### config.mk
export PLATFORM = sky130hd
export DESIGN_NAME = rdma_sq_arbiter
export DESIGN_NICKNAME = d
export VERILOG_FILES = /design/src/rtl/rdma_sq_arbiter.sv
export SDC_FILE = /design/constraint.sdc
export NUM_CORES = 1
export LEC_CHECK = 0
export CORE_AREA = 2 2 132 134
export CTS_BUF_LIST = sky130_fd_sc_hd__clkbuf_16
export DETAILED_ROUTE_END_ITERATION = 7
export DIE_AREA = 0 0 134 136
export PLACE_DENSITY = 0.77
export SYNTH_ARGS = -nofsm -noshare
export SYNTH_HDL_FRONTEND = slang
export SYNTH_SLANG_ARGS = --single-unit
### constraint.sdc
create_clock -name nclk -period 9.17 [get_ports nclk]
set_input_delay 2.2925 -clock nclk [delete_from_list [all_inputs] [get_ports nclk]]
set_output_delay 2.2925 -clock nclk [all_outputs]
set_load 0.005 [all_outputs]
### src/rtl/rdma_sq_arbiter.sv
// Round-robin RDMA send-queue arbiter with per-requester credit tracking.
// Define RDMA_SQ_ARB_STATS_EN to add grant/stall statistics counters.
package rdma_sq_pkg;
  localparam int RDMA_REQ_BITS = 64;
endpackage

module rdma_sq_arbiter
  import rdma_sq_pkg::*;
#(
  parameter int N_REQ    = 4,
  parameter int MAX_OUT  = 8,
  parameter int REQ_BITS = RDMA_REQ_BITS
) (
  input  logic                      nclk,
  input  logic                      nreset,
  input  logic [N_REQ-1:0]          s_sq_valid,
  output logic [N_REQ-1:0]          s_sq_ready,
  input  logic [N_REQ*REQ_BITS-1:0] s_sq_data,
  output logic                      m_sq_valid,
  input  logic                      m_sq_ready,
  output logic [REQ_BITS-1:0]       m_sq_data,
  output logic [$clog2(N_REQ)-1:0]  m_sq_id,
  input  logic                      s_ack_valid,
  input  logic [$clog2(N_REQ)-1:0]  s_ack_id,
  output logic                      err_underflow,
`ifdef RDMA_SQ_ARB_STATS_EN
  output logic [N_REQ*32-1:0]       stat_grants,
  output logic [31:0]               stat_stall,
`endif
  output logic [N_REQ-1:0]          busy
);

  localparam int IW = $clog2(N_REQ);
  localparam int CW = $clog2(MAX_OUT + 1);

  typedef enum logic {EMPTY, FULL} state_t;

  state_t          state, state_nx;
  logic [CW-1:0]   outstanding [N_REQ];
  logic [IW-1:0]   last_grant;
  logic [IW-1:0]   win;
  logic [IW-1:0]   idx;
  logic [N_REQ-1:0] elig;
  logic [N_REQ-1:0] inc;
  logic [N_REQ-1:0] dec;
  logic [N_REQ-1:0] zero;
  logic            found;
  logic            grant;
  logic            can_load;
  logic            ack_ok;

  assign m_sq_valid = (state == FULL);
  assign can_load   = (state == EMPTY) || m_sq_ready;
  assign ack_ok     = s_ack_valid && (32'(s_ack_id) < N_REQ);

  always_comb begin
    for (int i = 0; i < N_REQ; i++) begin
      elig[i] = s_sq_valid[i] && (outstanding[i] < CW'(MAX_OUT));
      zero[i] = (outstanding[i] == '0);
      busy[i] = !zero[i];
    end
  end

  // First eligible requester after the previous winner.
  always_comb begin
    found = 1'b0;
    win   = '0;
    idx   = '0;
    for (int k = 1; k <= N_REQ; k++) begin
      idx = IW'((32'(last_grant) + k) % N_REQ);
      if (!found && elig[idx]) begin
        found = 1'b1;
        win   = idx;
      end
    end
    grant      = found && can_load && !nreset;
    s_sq_ready = grant ? (N_REQ'(1) << win) : '0;
  end

  always_comb begin
    for (int i = 0; i < N_REQ; i++) begin
      inc[i] = grant && (win == IW'(i));
      dec[i] = ack_ok && (s_ack_id == IW'(i));
    end
  end

  always_ff @(posedge nclk or posedge nreset) begin
    if (nreset) state <= EMPTY;
    else        state <= state_nx;
  end

  always_comb begin
    state_nx = state;
    unique case (state)
      EMPTY: if (grant) state_nx = FULL;
      FULL:  if (m_sq_ready && !grant) state_nx = EMPTY;
    endcase
  end

  always_ff @(posedge nclk or posedge nreset) begin
    if (nreset) begin
      m_sq_data  <= '0;
      m_sq_id    <= '0;
      last_grant <= IW'(N_REQ - 1);
    end else if (grant) begin
      m_sq_data  <= s_sq_data[win*REQ_BITS +: REQ_BITS];
      m_sq_id    <= win;
      last_grant <= win;
    end
  end

  // A grant and an ack to the same requester cancel out.
  always_ff @(posedge nclk or posedge nreset) begin
    if (nreset) begin
      for (int i = 0; i < N_REQ; i++) outstanding[i] <= '0;
      err_underflow <= 1'b0;
    end else begin
      for (int i = 0; i < N_REQ; i++) begin
        if (inc[i] && !dec[i])
          outstanding[i] <= outstanding[i] + CW'(1);
        else if (dec[i] && !inc[i] && !zero[i])
          outstanding[i] <= outstanding[i] - CW'(1);
      end
      if ((s_ack_valid && !ack_ok) || |(dec & ~inc & zero))
        err_underflow <= 1'b1;
    end
  end

`ifdef RDMA_SQ_ARB_STATS_EN
  always_ff @(posedge nclk or posedge nreset) begin
    if (nreset) begin
      stat_grants <= '0;
      stat_stall  <= '0;
    end else begin
      if (grant)
        stat_grants[win*32 +: 32] <= stat_grants[win*32 +: 32] + 32'd1;
      if (m_sq_valid && !m_sq_ready)
        stat_stall <= stat_stall + 32'd1;
    end
  end
`endif

endmodule

==> run summary <==
Outcome: complete, no violations
Die height: 136 um
Worst Max-Slew Pin Slew: 0.911 ns
Worst r2r path cells: 11
CP required: 6.88 ns
Crit path capture type: output pin
Dpl cells: 1043
Multi-input combinational cell area: 3140 um2
Worst Hold Endpoint: m_sq_id[0]$_DFFE_PP0P_
Drt total wl: 19.4 mm
FF/Latch Area: 2150 um2
Most frequent cell after synthesis: mux2i_1
Largest net degree at the start of global routing: 56
Final #Nets: 1107
Setup slack, reg-to-reg: 5.70 ns
Max Clock Freq: 138 MHz
Clock Power Share: 14.8%
Final hold violations: 0
Critical Path Most Common Cell: clkdlybuf4s50_1
Switching power: 974 uW
Reg2Reg Capture Point: outstanding[3]$_DFFE_PP0P_
Post-route cell area: 9370 um2
Syn Inst Count: 506
Boundary pin count: 342
CTS tree: yes
Area post-placement: 9060 um2
Ant diodes: 0
R2R Path Start: last_grant[0]$_DFFE_PP1P_
# rows: 48
Top_reg_cell synth: dfrtp_1
WL per Instance: 18.3 um
Global-route wire length before repair: 29.4 mm
Number of flops mapped to enable cells by yosys: 0
Clk buf depth: 2
Vias in the first global route: 5429
Worst stage delay on the critical path: 0.65 ns
Post-layout min period: 7.27 ns
Crit-path cells: clkdlybuf4s50_1 > nor2b_1 > a221o_1 > nand3_2 > nor2_2 > clkdlybuf4s50_1
Seq/Total Area, Yosys: 39.0%
Synth top area share: 38.1%
Placeable Area: 16900 um2
VDD IR max: 0.000156 V
Hold WS: 0.476 ns
Reg power frac: 26.9%
Cell Area, Synth: 5520 um2
Slowest cell on the critical path: nand3_2
Grt total ovfl: 0
Ys async rst share: 100%
IO Port Bufs: 341
Filler Cell Count: 1504
Static Leak: 4.12 nW
Synth cell count leaders: 131 x mux2i_1, 84 x dfrtp_1, 79 x nand2_1
Fin Setup TNS: 0 ns
Synthesis warning total: 0
DR iter-0 viols: 200
Die area: 18200 um2
Setup violations, final: 0
Synth area leaders: dfrtp_1 38%, mux2i_1 24%, o221ai_1 10%
Final Skew: 0.00915 ns
Power per cell area: 278 nW/um2
Net Sw Frac: 37.4%
Synthesized flop and latch total: 86
Initial antenna violation count: 0
Slew Limit Fails: 0
Layout cells sized above 1: 5.52%
Share of the cycle needed by the critical path after routing: 79.3%
CP startpoint kind: input port
Final core occ: 55.5%
Hold path startpoint: m_sq_id[0]$_DFFE_PP0P_
Post-CTS sizing: 0
Vias per cell: 5.04
DRC Markers: 0
Max-cap viol count: 0
HPWL after DPL: 14.8 mm
CP Class: input port to output pin
ANT nets after route: 0
DR vias: 5336
P_int: 1.63 mW
Slew margin rel.: 39.2%
HP Class: register to register
GP Congestion: 0.854
Layout area overhead: 69.8%
Synth unique cells: 58
Worst Path Arrival: 4.98 ns
Syn avg cell area: 10.9 um2
Syn_nets: 784
RSZ-0062 raised after global routing: false
CTS clk-pin slew, worst paths: 0.06 ns
Hold Path Depth: 2
Htree depth: 3
Global Route Usage Sum: 20.7%
CTS Buf Count: 9
Post-CTS Setup Bufs: 0
Cell taking the most area after synthesis: dfrtp_1
Die Width: 134 um
Sink Count: 86
Clk root buf: clkbuf_16
Initial Utilization: 32.7%
Router iterations before antenna repair: 4
Clock Latency Late Sink: 0.34 ns
Post-route non-filler standard cell count: 1059
Power share of the combinational group: 58.3%
Worst Path Max Fanout: 37
CTS Hold Buffers Added: 0
==> power groups by stage <==
stage	Sequential (mW)	Clock, mW	Combinational (mW)
detailed placement	0.699	0	1.54
finish	0.701	0.386	1.52
global placement	0.699	0	1.51
CTS	0.701	0.398	1.54
floorplan	0.697	0	0.935
global route	0.729	0.418	1.65
==> cell families after synthesis <==
| group | count (synthesis) | synth area share [%] |
|---|---|---|
| buffers and inverters | 40 | 4.31 |
| xor gates and xnor gates | 10 | 1.59 |
| and+or+nand+nor | 122 | 10.8 |
| DFF | 86 | 39.0 |
| muxes | 138 | 25.2 |
| adders and majority gates | 12 | 3.27 |
| AOI/OAI and AO/OA | 98 | 15.8 |
==> placed cells by master (no fill, tap or decap), drive strengths merged, types with 6 or more instances in the layout <==
cell type / Yosys / layout
clkdlybuf4s50: 0 / 341
mux2i: 131 / 131
dfrtp: 84 / 84
nand2: 79 / 79
o221ai: 64 / 64
nor2: 11 / 11
clkbuf: 11 / 9
ha: 8 / 8
a21o: 7 / 7
buf: 25 / 7
mux2: 7 / 7
xor2: 6 / 6
nand2b: 6 / 6
a21oi: 6 / 6
==> layout make-up <==
type | count | area share [%]
timing repair buffer | 348 | 37.0
sequential | 86 | 23.0
inverter | 4 | 0.174
multi-input combinational | 380 | 33.6
clock buffer | 9 | 2.40
tap | 225 | 3.00
clock inverter | 7 | 0.868
==> critical path, delay by kind of cell <==
family / cells / cell delay, ns
AND/OR/NAND/NOR: 3 / 1.37
buffers and inverters: 2 / 1.05
AO/OA/AOI/OAI: 1 / 0.25
==> metrics by stage <==
stage          power [mW]  setup WS [ns]
2_1_floorplan        1.63           3.53
3_3_place_gp         2.21           1.94
3_5_place_dp         2.24           1.82
4_1_cts              2.64           1.83
5_1_grt              2.79           1.73
6_report             2.61           1.90
==> per-layer routing <==
metal | part of all wire, % | GRT usage [%] | routed length (um)
met1 | 41 | 25.6 | 7900
met2 | 50 | 35.5 | 9720
met3 | 7.2 | 5.44 | 1390
met4 | 1.9 | 6.09 | 368
met5 | 0 | 0 | 0
==> state kept, by name, indices dropped and copies added (netlist names) <==
register,cells
err_underflow,1
last_grant,2
outstanding,16
m_sq_valid,1
m_sq_data,64
m_sq_id,2
==> how the worst max path moves through the flow <==
| stage | slack, ns | endpoint | depth (start not counted) | start |
|---|---|---|---|---|
| 3_5_place_dp | 1.82 | s_sq_ready[3] | 6 | s_sq_valid[3] |
| 3_3_place_gp | 1.94 | s_sq_ready[3] | 6 | s_sq_valid[3] |
| 6_report | 1.90 | s_sq_ready[3] | 6 | s_sq_valid[3] |
| 2_1_floorplan | 3.53 | s_sq_ready[2] | 5 | s_sq_valid[0] |
| 5_1_grt | 1.73 | s_sq_ready[3] | 6 | s_sq_valid[3] |
| 4_1_cts | 1.83 | s_sq_ready[3] | 6 | s_sq_valid[3] |
No activity file was read; power rests on OpenSTA's default activity.
